==> config.mk <==
export PLATFORM = sky130hd
export DESIGN_NAME = raw2rgb_quad
export DESIGN_NICKNAME = d
export VERILOG_FILES = /design/src/rtl/raw2rgb_quad.sv
export SDC_FILE = /design/constraint.sdc
export NUM_CORES = 1
export LEC_CHECK = 0
export CAP_MARGIN = 20
export CORE_MARGIN = 2
export CORE_UTILIZATION = 40
export DETAILED_ROUTE_END_ITERATION = 6
export PLACE_DENSITY = 0.77
export REMOVE_ABC_BUFFERS = 1
export SETUP_SLACK_MARGIN = 0.3
export SYNTH_ARGS = -nofsm -noshare
export SYNTH_HDL_FRONTEND = slang
export SYNTH_SLANG_ARGS = --single-unit
==> constraint.sdc <==
create_clock -name i_pclk -period 5.32 [get_ports i_pclk]
set_input_delay 0.798 -clock i_pclk [delete_from_list [all_inputs] [get_ports i_pclk]]
set_output_delay 0.798 -clock i_pclk [all_outputs]
set_load 0.01 [all_outputs]
==> src/rtl/raw2rgb_quad.sv <==
// Nearest-neighbour 2x2 Bayer quad demosaic for a 2-pixel-per-clock stream; both output pixels share one RGB.
// Latency 2 cycles for data/valid/vsync/eol; 1 word per cycle, no backpressure (i_valid gaps pass straight through).
module raw2rgb_quad #(
    parameter int          P_DEPTH     = 10,
    parameter int          PW          = P_DEPTH * 2,
    parameter int          FRAME_WIDTH = 640,
    parameter logic [31:0] BAYER       = "RGGB"
) (
    input  logic                 i_pclk,
    input  logic                 i_arst,
    input  logic                 i_vsync,
    input  logic                 i_valid,
    input  logic [PW-1:0]        i_p_cur,
    input  logic [PW-1:0]        i_p_prev,
    output logic                 o_vsync,
    output logic                 o_valid,
    output logic [6*P_DEPTH-1:0] o_rgb,
    output logic                 o_eol
);

    localparam int WPL = FRAME_WIDTH / 2;
    localparam int CW  = (WPL > 1) ? $clog2(WPL) : 1;
    localparam logic [CW-1:0] LAST_COL = CW'(WPL - 1);
    localparam int SEL = (BAYER == "RGGB") ? 0 :
                         (BAYER == "GRBG") ? 1 :
                         (BAYER == "GBRG") ? 2 :
                         (BAYER == "BGGR") ? 3 : -1;

    generate
        if (SEL < 0) begin : g_bad_bayer
            $error("raw2rgb_quad: unsupported BAYER pattern");
        end
        if ((FRAME_WIDTH % 2) != 0) begin : g_bad_width
            $error("raw2rgb_quad: FRAME_WIDTH must be even");
        end
    endgenerate

    logic [CW-1:0]      r_col;
    logic               r_odd;
    logic               r_first;

    logic               r_s1_vsync;
    logic               r_s1_valid;
    logic               r_s1_eol;
    logic               r_s1_first;
    logic [P_DEPTH-1:0] r_s1_r;
    logic [P_DEPTH-1:0] r_s1_b;
    logic [P_DEPTH-1:0] r_s1_ga;
    logic [P_DEPTH-1:0] r_s1_gb;

    logic               w_fall;
    logic [CW-1:0]      w_col;
    logic               w_odd;
    logic               w_first;
    logic               w_last;
    logic [PW-1:0]      w_top;
    logic [PW-1:0]      w_bot;
    logic [P_DEPTH-1:0] w_top_e;
    logic [P_DEPTH-1:0] w_top_o;
    logic [P_DEPTH-1:0] w_bot_e;
    logic [P_DEPTH-1:0] w_bot_o;
    logic [P_DEPTH-1:0] w_r;
    logic [P_DEPTH-1:0] w_b;
    logic [P_DEPTH-1:0] w_ga;
    logic [P_DEPTH-1:0] w_gb;
    logic [P_DEPTH:0]   w_gsum;
    logic [P_DEPTH-1:0] w_g;

    // A falling vsync restarts the frame in the same cycle, so a coincident word is column 0 of line 0.
    assign w_fall  = r_s1_vsync & ~i_vsync;
    assign w_col   = w_fall ? '0 : r_col;
    assign w_odd   = w_fall ? 1'b0 : r_odd;
    assign w_first = w_fall ? 1'b1 : r_first;
    assign w_last  = (w_col == LAST_COL);

    assign w_top   = w_odd ? i_p_prev : i_p_cur;
    assign w_bot   = w_odd ? i_p_cur  : i_p_prev;
    assign w_top_e = w_top[P_DEPTH-1:0];
    assign w_top_o = w_top[PW-1:P_DEPTH];
    assign w_bot_e = w_bot[P_DEPTH-1:0];
    assign w_bot_o = w_bot[PW-1:P_DEPTH];

    always_comb begin
        w_r  = w_top_e;
        w_b  = w_bot_o;
        w_ga = w_top_o;
        w_gb = w_bot_e;
        case (SEL)
            1: begin
                w_r  = w_top_o;
                w_b  = w_bot_e;
                w_ga = w_top_e;
                w_gb = w_bot_o;
            end
            2: begin
                w_b  = w_top_o;
                w_r  = w_bot_e;
                w_ga = w_top_e;
                w_gb = w_bot_o;
            end
            3: begin
                w_b  = w_top_e;
                w_r  = w_bot_o;
                w_ga = w_top_o;
                w_gb = w_bot_e;
            end
            default: begin
                w_r  = w_top_e;
                w_b  = w_bot_o;
                w_ga = w_top_o;
                w_gb = w_bot_e;
            end
        endcase
    end

    always_ff @(posedge i_pclk or posedge i_arst) begin
        if (i_arst) begin
            r_col   <= '0;
            r_odd   <= 1'b0;
            r_first <= 1'b1;
        end else if (i_valid) begin
            if (w_last) begin
                r_col   <= '0;
                r_odd   <= ~w_odd;
                r_first <= 1'b0;
            end else begin
                r_col   <= w_col + CW'(1);
                r_odd   <= w_odd;
                r_first <= w_first;
            end
        end else if (w_fall) begin
            r_col   <= '0;
            r_odd   <= 1'b0;
            r_first <= 1'b1;
        end
    end

    always_ff @(posedge i_pclk or posedge i_arst) begin
        if (i_arst) begin
            r_s1_vsync <= 1'b0;
            r_s1_valid <= 1'b0;
            r_s1_eol   <= 1'b0;
            r_s1_first <= 1'b1;
            r_s1_r     <= '0;
            r_s1_b     <= '0;
            r_s1_ga    <= '0;
            r_s1_gb    <= '0;
        end else begin
            r_s1_vsync <= i_vsync;
            r_s1_valid <= i_valid;
            r_s1_eol   <= i_valid & w_last;
            r_s1_first <= w_first;
            r_s1_r     <= w_r;
            r_s1_b     <= w_b;
            r_s1_ga    <= w_ga;
            r_s1_gb    <= w_gb;
        end
    end

    // Green average keeps the carry bit, then drops the LSB (truncation, no rounding).
    assign w_gsum = {1'b0, r_s1_ga} + {1'b0, r_s1_gb};
    assign w_g    = w_gsum[P_DEPTH:1];

    always_ff @(posedge i_pclk or posedge i_arst) begin
        if (i_arst) begin
            o_vsync <= 1'b0;
            o_valid <= 1'b0;
            o_eol   <= 1'b0;
            o_rgb   <= '0;
        end else begin
            o_vsync <= r_s1_vsync;
            o_valid <= r_s1_valid;
            o_eol   <= r_s1_eol;
            o_rgb   <= r_s1_first ? '0 : {r_s1_r, w_g, r_s1_b, r_s1_r, w_g, r_s1_b};
        end
    end

endmodule

---- After elaboration in Yosys (flattened, before gate mapping) ----
Index checks and enable logic that the tools add are counted.
storage, ports and cells
  register bits ........................... 118
  bits in latches ......................... 0
  memory bits (writable) .................. 0
  memory bits (read-only) ................. 0
  input port bits ......................... 44
  output and inout bits ................... 63
  memories kept ........................... 0
cells by class
  add/sub/neg operators ................... 2
  multipliers ............................. 0
  divide/modulo/power cells ............... 0
  magnitude comparators ................... 0
  equality and inequality tests ........... 1
  shifts and indexed selects .............. 0
  multiplexer cells ....................... 12
  bitwise gates (word level) .............. 4
  reduce and logical (&&, ||, !) cells .... 0
operators with widths
  operator             number
  $mux 60              1
  $mux 20              2
  $mux 9               3
  $add 10x10->11       1
  $add 9x1->9 const B  1
  $eq 9x9->1 const B   1
  $mux 1               6
  $and 1x1->1          2
  $not 1->1            2

---- Depth between registers and ports, before layout ----
Gate-level depths: netlist (run 1).
  depth after elaboration ................. 6
  mapped depth ............................ 9
  depth with buffers taken out ............ 8

---- Worst setup path after synthesis (run 1) ----
No wires, ideal clock.
  path type ............................... input -> register
  start ................................... input port i_vsync
  end ..................................... register r_col[6]
  setup time .............................. 78 ps
  data arrival time ....................... 2247 ps
  required time ........................... 5242 ps
  slack ................................... 2995 ps
  stages on the path ...................... 9
  buffers on the path ..................... 1
  cell sequence ........................... nand2b_1 buf_4 nand2_1 inv_1 ha_1 and2_4 nand4_4 or4b_1 a21oi_1
on the way
  word-level cells in the longest chain between the ends .. 6
  elaborated cells on any way between the ends .. 7
ends and longest elaborated chain
  element                                    RTL line  text
  start: declaration                         11        input logic i_vsync,
  $not 1->1 *                                70        assign w_fall = r_s1_vsync & ~i_vsync;
  $and 1x1->1 *                              70
  $mux 9 *                                   -
  $add 9x1->9 or $eq 9x9->1 (tied branches)  127, 74
  $mux 9                                     122       if (w_last) begin
  $mux 9 *                                   121       end else if (i_valid) begin
  end signal: assignment                     127       r_col <= w_col + CW'(1);
  end: declaration                           38        logic [CW-1:0] r_col;
Mark *: on every way between the ends. The rest lies on a longest branch, timed or not.

---- Worst setup path after layout (run 1) ----
Same ends and word-level chain as after synthesis.

==> impl_metrics.tcl, run 1 <==
set metrics [dict create \
    synth.distinct_cells 45 \
    synth_edf_count 0 \
    synth_area_leaders "dfrtp_1 (55%), mux2_2 (12%), buf_4 (6.0%), nor2b_1 (3.9%), ha_1 (3.2%)" \
    dieHeight_um 102 \
    tns_ns 0 \
    worstPathArrival_ns 3.07 \
    n_antenna_cell 0 \
    track_usage_pct 14.8 \
    routabilityCongestion 0.851 \
    synth_top_area_cell "dfrtp_1" \
    grt_overflow_total 0 \
    fin_total_pwr_uw 1270 \
    cts_max_level 3 \
    synth_fa_ha_area_share_pct 3.74 \
    worstMarginPinSlew_ns 0.995 \
    cts_buffers 9 \
    drv_cap 0 \
    max-clock-path-buffers 2 \
    synthDominantCellAreaShare_pct 55.5 \
    drt-total-wl_um 7440 \
    drc_errors 0 \
    synth_mux_area_share_pct 12.2 \
    grt_pass1_wl_um 12000 \
    netlist_instances 307 \
    postLayoutCoreUtil_pct 54.2 \
    fin_crit_ns 2.80 \
    yosysSeqAreaShare_pct 56.8 \
    ir_worst_vdd_mv 0.143 \
    rows 35 \
    critical_path_required_ns 5.59 \
    synth_compound_area_share_pct 6.19 \
    final_nets 442 \
    grt_pass1_vias 2594 \
    post_cts_buffers 0 \
    hold_viol_final 0 \
    crit_path_start_kind "input pin" \
    finalSetupViolCount 0 \
    hp-class "reg -> reg" \
    n_fill_cell 836 \
    synth_ff_type "dfrtp_1" \
    antenna_found_initial 0 \
    final_layout_size_suffix_gt1_share_pct 17.3 \
    postPlaceCellArea_mm2 0.00484 \
    route.antenna.remaining_nets 0 \
    clock.fmax_mhz 358 \
    post_cts_resized 0 \
    cts_root_buf "clkbuf_8" \
    path_max_fanout 10 \
    clk_pin_slew_worst_paths_ns 0.09 \
    core_mm2 0.00933 \
    reg2reg_slack_ns 3.11 \
    ys_seq_elements 88 \
    synthXorXnorAreaFrac_pct 1.35 \
    drv_slew 0 \
    synth.most_common_cell "dfrtp_1" \
    vias 2568 \
    die_w_um 102 \
    synthSimpleGateAreaFrac_pct 12.2 \
    end_kind "flop" \
    fin_crit_sh_pct 52.5 \
    start_util_pct 41.6 \
    hold_slack_ns 0.362 \
    vias_per_cell 4.93 \
    design_area_mm2 0.00506 \
    die_area_mm2 0.0105 \
    grt_max_degree 89 \
    cts_hold_buf 0 \
    port_buffers 106 \
    slew_headroom_pct 33.5 \
    rsz0062_at_grt "false" \
    ioPinCount 107 \
    status "finished, final reports clean" \
    clock-sinks 88 \
    syn_to_final_growth_pct 30.4 \
    clk_latency_ns 0.35 \
    synth_top_family_by_area "simple AND/OR/NAND/NOR gates" \
    worst-setup-path-type "in -> reg" \
    wl_per_cell_um 14.3 \
    fin_skew_ns 0.00781 \
    drt_first_pass_iters 5 \
    p_leak_uw 0.00215 \
    synth_common_cells "dfrtp_1 (86), mux2_2 (41), buf_4 (31), nor2b_1 (24), a21oi_1 (12)" \
    first_iter_violations 64 \
    powerDensity_mw_per_mm2 250 \
    synth.cell_area_mm2 0.00388 \
    postSynthAreaPerCell_um2 12.6 \
    synth_async_sr_flop_share_pct 100 \
    cts_tree "done" \
    hpwlAfterDp_um 5070 \
    yosysWarnings 0 \
]
## per-stage QoR
step / worst slack, ns / instances
finish: 2.52 / 521
global route: 2.35 / 521
CTS: 2.54 / 520
detailed placement: 2.17 / 504
global placement: 2.27 / 504
floorplan: 2.25 / 269
## kinds of logic (layout without fill, tap and decap cells)
family,count (synthesis),count (layout)
flops,88,88
simple gates,80,80
buf+inv,45,130
mux,42,42
compound gates,35,35
fa+ha+maj,11,11
xor+xnor,6,6
## layout make-up
type                            count  area, µm²  share of cell area (%)
Clock buffer                       10        138                    2.72
Clock inverter                      6       50.0                   0.990
Inverter                            7       28.8                   0.569
Multi-Input combinational cell    174       1390                    27.4
Sequential cell                    88       2200                    43.6
Tap cell                          129        161                    3.19
Timing Repair Buffer              107       1090                    21.5
## cells in the final DEF, fill, tap and decap left out, types with 6 or more instances in the layout
cell type	netlist	routed
clkdlybuf4s50_1	0	106
dfrtp_1	86	86
mux2_2	41	41
nor2b_1	24	24
a21oi_1	12	12
nand2_1	11	10
nor2_1	10	10
ha_1	10	10
clkbuf_8	0	10
o21ai_0	8	8
inv_1	7	6
nor3_1	6	6
## metal layers
metal / global-route usage [%] / up-vias / wire, µm
met5: 0 / - / 0
met4: 5.23 / 0 / 113
met3: 3.69 / 13 / 443
met2: 25.9 / 86 / 3800
met1: 17.6 / 1277 / 3080
li1: - / 1192 / -
## where the power goes
part | switching (µW) | total (µW) | internal, µW
logic | 60.4 | 128 | 68.0
clock network | 245 | 435 | 190
registers | 11.5 | 702 | 690
## registers in the layout (all words and copies together), names as in the netlist, 9 cells and up
signal	count
o_rgb	30
r_s1_b	10
r_s1_ga	10
r_s1_gb	10
r_s1_r	10
r_col	9
## worst paths after layout
| check | cells after the start | from | end |
|---|---|---|---|
| max reg2reg | 8 | r_s1_vsync$_DFF_PP0_ | r_col[6]$_DFF_PP0_ |
| min reg2reg | 0 | r_s1_eol$_DFF_PP0_ | o_eol$_DFF_PP0_ |
| min | 0 | r_s1_eol$_DFF_PP0_ | o_eol$_DFF_PP0_ |
| max in group asynchronous | 3 | i_arst | o_rgb[37]$_DFF_PP0_ |
| max | 9 | i_vsync | r_col[6]$_DFF_PP0_ |
| min in group asynchronous | 2 | i_arst | r_s1_r[2]$_DFF_PP0_ |
## critical path, cell delays in order
cell,delay (ns)
clkdlybuf4s50_1,0.49
nand2b_1,0.37
nand2_1,0.15
inv_1,0.08
ha_1,0.15
and2_4,0.16
nand4_4,0.16
or4b_1,0.53
a21oi_1,0.17
No activity file was read; power rests on OpenSTA's default activity.
==> run 2: changes to the inputs <==
PLACE_DENSITY = 0.8   (was 0.77)
clock period = 2.3 ns   (was 5.32 ns; I/O delays follow)
==> run 2 against run 1 <==
Compared with the run above:
- clock skew grew 0.0014 ns
- final cell count grew 1.3%
- via count shrank 0.82%
- setup slack lost 2.2 ns
- critical endpoint unchanged
- first-iteration DRC count grew 36%
- combinational power grew 140%
- clock-buffer cell count grew 1
- cell area grew 1.5%
- global-route usage is essentially flat
- core utilization grew 0.83 points
- critical path type unchanged
- largest power group unchanged
- routed wire length shrank 1.0%
- worst hold slack lost 0.14 ns
==> impl_metrics.tcl, run 2 (synthesis results as in run 1) <==
set metrics [dict create \
    r2r_cells 6 \
    worstPathArrival_ns 2.22 \
    hold_viol_final 0 \
    rsz0062_at_grt "true" \
    clk_latency_ns 0.36 \
    ir_worst_vdd_mv 0.315 \
    fin_skew_ns 0.00924 \
    p_leak_uw 0.00219 \
    antenna_found_initial 0 \
    worstMarginPinSlew_ns 0.531 \
    wl_per_cell_um 13.9 \
    syn_to_final_growth_pct 32.4 \
    largest_reg_flops 30 \
    clock.fmax_mhz 517 \
    worstReg2RegEnd "o_rgb[49]$_DFF_PP0_" \
    cts_root_buf "clkbuf_8" \
    port_buffers 106 \
    hpwlAfterDp_um 5430 \
    start_util_pct 41.6 \
    worst-setup-path-type "in -> reg" \
    drt_first_pass_iters 4 \
    final_layout_size_suffix_gt1_share_pct 19.8 \
    die_area_mm2 0.0105 \
    vias 2547 \
    final_common_cell "clkdlybuf4s50_1" \
    fin_crit_sh_pct 84.1 \
    core_mm2 0.00933 \
    n_antenna_cell 0 \
    postLayoutCoreUtil_pct 55.1 \
    status "finished, final reports clean" \
    slew_headroom_pct 64.5 \
    reg2reg_slack_ns 0.39 \
    critical_path_required_ns 2.58 \
    die_w_um 102 \
    crit_path_start_kind "input pin" \
    ioPinCount 107 \
    drv_slew 0 \
    cts_buffers 9 \
    reg2reg_from "r_s1_ga[0]$_DFF_PP0_" \
    clock-sinks 88 \
    cts_max_level 3 \
    fin_crit_ns 1.94 \
    grt_overflow_total 0 \
    route.antenna.remaining_nets 0 \
    critPathCapture "r_col[6]$_DFF_PP0_" \
    vias_per_cell 4.82 \
    path_max_fanout 3 \
    max-clock-path-buffers 2 \
    rows 35 \
    regMostFlops "o_rgb" \
    fin_total_pwr_uw 2910 \
    finalSetupViolCount 0 \
    powerDensity_mw_per_mm2 567 \
    dieHeight_um 102 \
    layout_common_cells "clkdlybuf4s50_1 (106), dfrtp_1 (86), mux2_2 (41)" \
    drv_cap 0 \
    grt_pass1_vias 2631 \
    cts_tree "done" \
    end_kind "flop" \
    grt_pass1_wl_um 12000 \
    drc_errors 0 \
    clk_pin_slew_worst_paths_ns 0.08 \
    final_nets 449 \
    startpoint "i_vsync" \
    drt-total-wl_um 7360 \
    hp-class "in -> async" \
    grt_max_degree 51 \
    routabilityCongestion 0.792 \
    track_usage_pct 14.8 \
    cts_hold_buf 0 \
    first_iter_violations 87 \
]
## run 2: layout make-up
cell class	count	area, µm²
fillers	757	4190
clock inverters	5	41.3
multi-input cells	174	1410
clock buffers	11	141
flip-flops and latches	88	2200
inverters	7	28.8
repair buffers	114	1150
well taps	129	161
## run 2: critical path: stages
cell	delay (ns)
clkdlybuf4s50_1	0.50
nand2b_4	0.15
nand2_1	0.08
inv_1	0.07
ha_1	0.16
and2_4	0.16
nand4_4	0.10
or4b_1	0.50
a21oi_1	0.15
## run 2: repair_timing
| action | 4_1_cts | 5_1_grt |
|---|---|---|
| gates resized for setup | 1 | 4 |
| pin swaps | 0 | 2 |
| setup buffers | 0 | 1 |
| gates cloned | 0 | 0 |
| setup endpoints to repair | 1 | 7 |
## run 2: stage by stage
stage / setup WS [ns] / TNS [ns] / hold WS (ns) / std cells / cell area [µm²]
after floorplan: -0.320 / -27.54 / 0.331 / 269 / 3610
after global placement: 0.0813 / 0 / 0.339 / 511 / 4920
after detailed placement: -0.0424 / -0.0424 / 0.339 / 511 / 4920
after CTS: 0.342 / 0 / 0.213 / 527 / 5110
after global routing: 0.243 / 0 / 0.223 / 528 / 5130
final: 0.365 / 0 / 0.221 / 528 / 5130
## run 2: worst min path at each step
stage,startpoint,to,slack (ns),depth (start not counted)
2_1_floorplan,r_s1_eol$_DFF_PP0_,o_eol$_DFF_PP0_,0.33,0
3_3_place_gp,r_s1_valid$_DFF_PP0_,o_valid$_DFF_PP0_,0.34,0
3_5_place_dp,r_s1_valid$_DFF_PP0_,o_valid$_DFF_PP0_,0.34,0
4_1_cts,i_arst,r_s1_valid$_DFF_PP0_,0.21,2
5_1_grt,i_arst,r_s1_valid$_DFF_PP0_,0.22,2
6_report,i_arst,r_s1_valid$_DFF_PP0_,0.22,2
## run 2: per-layer routing
layer  global-route usage, %  share of wire (%)
met5                       0                  0
met4                    4.31                1.2
met3                    4.79                6.1
met2                    25.7                 54
met1                    17.6                 39
## run 2: report_power, final
part,switching (µW),internal [µW],leakage [µW]
clock network,554,430,0.0000861
registers,27.2,1600,0.00112
logic,140,162,0.000982
==> run 3: changes to the inputs <==
clock period = 1.7 ns   (was 2.3 ns; I/O delays follow)
==> run 3 against run 2 <==
Compared with the run above:
- the run now ends with setup timing left
- worst hold slack got worse by 0.037 ns
- power grew 47%
- via count increased by 7.9%
- register-to-register slack worse by 0.54 ns
- first-iteration DRC count fell by 9.2%
- critical endpoint is now o_rgb[49]$_DFF_PP0_
- largest cell class unchanged
- cell area increased by 14%
- sequential share of layout area is 5.3 points lower
- highest routed layer unchanged
- critical path type is now reg -> reg
- critical path depth down 2
==> impl_metrics.tcl, run 3 (synthesis results as in run 1) <==
set metrics [dict create \
    drc_errors 0 \
    clock.fmax_mhz 540 \
    hpwlAfterDp_um 5870 \
    reg2reg_from "r_s1_ga[0]$_DFF_PP0_" \
    final_layout_size_suffix_gt1_share_pct 33.3 \
    slew_headroom_pct 77.0 \
    core_mm2 0.00933 \
    grt_max_degree 51 \
    ioPinCount 107 \
    vias_per_cell 4.86 \
    grt_pass1_wl_um 13800 \
    clock-sinks 88 \
    critPathCapture "o_rgb[49]$_DFF_PP0_" \
    layout_common_cells "dfrtp_1 (85), dlygate4sd2_1 (64), clkdlybuf4s50_1 (42)" \
    worstPathArrival_ns 2.10 \
    fin_skew_ns 0.00544 \
    use_met1_pct 19.9 \
    p_leak_uw 0.00301 \
    drv_cap 0 \
    dieHeight_um 102 \
    clk_pin_slew_worst_paths_ns 0.09 \
    cts_max_level 3 \
    critical_path_required_ns 1.95 \
    swShare_pct 24.7 \
    fin_crit_ns 1.85 \
    reg2reg_slack_ns -0.15 \
    routabilityCongestion 0.810 \
    power_frac_clock_pct 34.8 \
    fin_crit_sh_pct 109 \
    cts_tree "done" \
    track_usage_pct 17.1 \
    vias 2748 \
    finalSetupViolCount 7 \
    largest_reg_flops 30 \
    use_met2_pct 30.8 \
    tns_ns -0.747 \
    clk_latency_ns 0.35 \
    drt-total-wl_um 9030 \
    startpoint "r_s1_ga[0]$_DFF_PP0_" \
    rsz0062_at_grt "true" \
    status "finished, violations left" \
    grt_overflow_total 0 \
    cts_root_buf "clkbuf_8" \
    worstMarginPinSlew_ns 0.345 \
    power.switching_uw 1060 \
    busiest_layer "met2" \
    seqPwrFrac_pct 51.5 \
    n_antenna_cell 0 \
    combinationalPowerShare_pct 13.7 \
    die_area_mm2 0.0105 \
    drt_first_pass_iters 4 \
    hp-class "in -> reg" \
    rows 35 \
    worst-setup-path-type "reg -> reg" \
    r2r_cells 7 \
    dp_slack_ns -0.542 \
    hold_viol_final 0 \
    cts_buffers 9 \
    syn_to_final_growth_pct 50.9 \
    drv_slew 0 \
    wl_per_cell_um 16.0 \
    antenna_found_initial 0 \
    route.antenna.remaining_nets 0 \
    final_common_cell "dfrtp_1" \
    path_max_fanout 2 \
    postLayoutCoreUtil_pct 62.8 \
    p_int_uw 3220 \
    regMostFlops "o_rgb" \
    grtUsageMet3_pct 3.21 \
    max-clock-path-buffers 2 \
    start_util_pct 41.6 \
    first_iter_violations 79 \
    crit_path_start_kind "flop" \
    grt_pass1_vias 2919 \
    powerDensity_mw_per_mm2 730 \
    ir_worst_vdd_mv 0.485 \
    final_nets 486 \
    finalWorstSetupSlack_ns -0.152 \
    port_buffers 106 \
    worstReg2RegEnd "o_rgb[49]$_DFF_PP0_" \
    die_w_um 102 \
    fin_total_pwr_uw 4280 \
    violations "setup timing" \
    end_kind "flop" \
]
## run 3: repair_timing
| item | 4_1_cts | 5_1_grt |
|---|---|---|
| gates cloned | 2 | 3 |
| resized for setup | 106 | 59 |
| endpoints found under the setup margin | 122 | 31 |
| hold buffers | 0 | 0 |
| setup buffers | 11 | 5 |
| pin swaps | 22 | 7 |
## run 3: how the worst min path moves through the flow
stage,startpoint,endpoint,slack (ns),cells after the start
6_report,i_vsync,r_s1_vsync$_DFF_PP0_,0.18,1
3_5_place_dp,r_s1_valid$_DFF_PP0_,o_valid$_DFF_PP0_,0.35,0
2_1_floorplan,i_valid,r_s1_valid$_DFF_PP0_,0.29,0
3_3_place_gp,r_s1_valid$_DFF_PP0_,o_valid$_DFF_PP0_,0.34,0
5_1_grt,i_vsync,r_s1_vsync$_DFF_PP0_,0.18,1
4_1_cts,i_vsync,r_s1_vsync$_DFF_PP0_,0.17,1
## run 3: layer usage
metal / vias to the layer above / part of all wire, %
met4: 0 / 1.9
met5: - / 0
li1: 1280 / -
met3: 18 / 3.5
met1: 1379 / 41
met2: 71 / 53
## run 3: worst max-delay path, cell delays in order (launching register included)
cell	delay, ns
dfrtp_1	0.39
and2_4	0.17
fa_2	0.34
a211oi_2	0.19
buf_4	0.14
o211ai_1	0.11
and3_4	0.18
o31a_1	0.23
## run 3: area by class of cell
cell class                 count  area (µm²)
inverter                       7        33.8
sequential                    88        2210
timing repair buffer         151        1490
tap                          129         161
multi-input combinational    174        1760
clock inverter                 6        67.6
clock buffer                  10         138
fill                         708        3470
## run 3: power by group through the flow
| stage | clock network, µW | registers [µW] | logic, µW |
|---|---|---|---|
| CTS | 1520 | 2200 | 502 |
| finish | 1490 | 2200 | 585 |
| global route | 1600 | 2210 | 639 |
| detailed placement | 0 | 2240 | 449 |
| global placement | 0 | 2240 | 433 |
| floorplan | 0 | 2230 | 226 |
## run 3: stage by stage
stage	cell area, µm²	instances	hold WS (ns)
detailed placement	5070	528	0.348
global route	5850	565	0.176
global placement	5070	528	0.337
floorplan	3610	269	0.286
finish	5850	565	0.184
CTS	5500	557	0.171
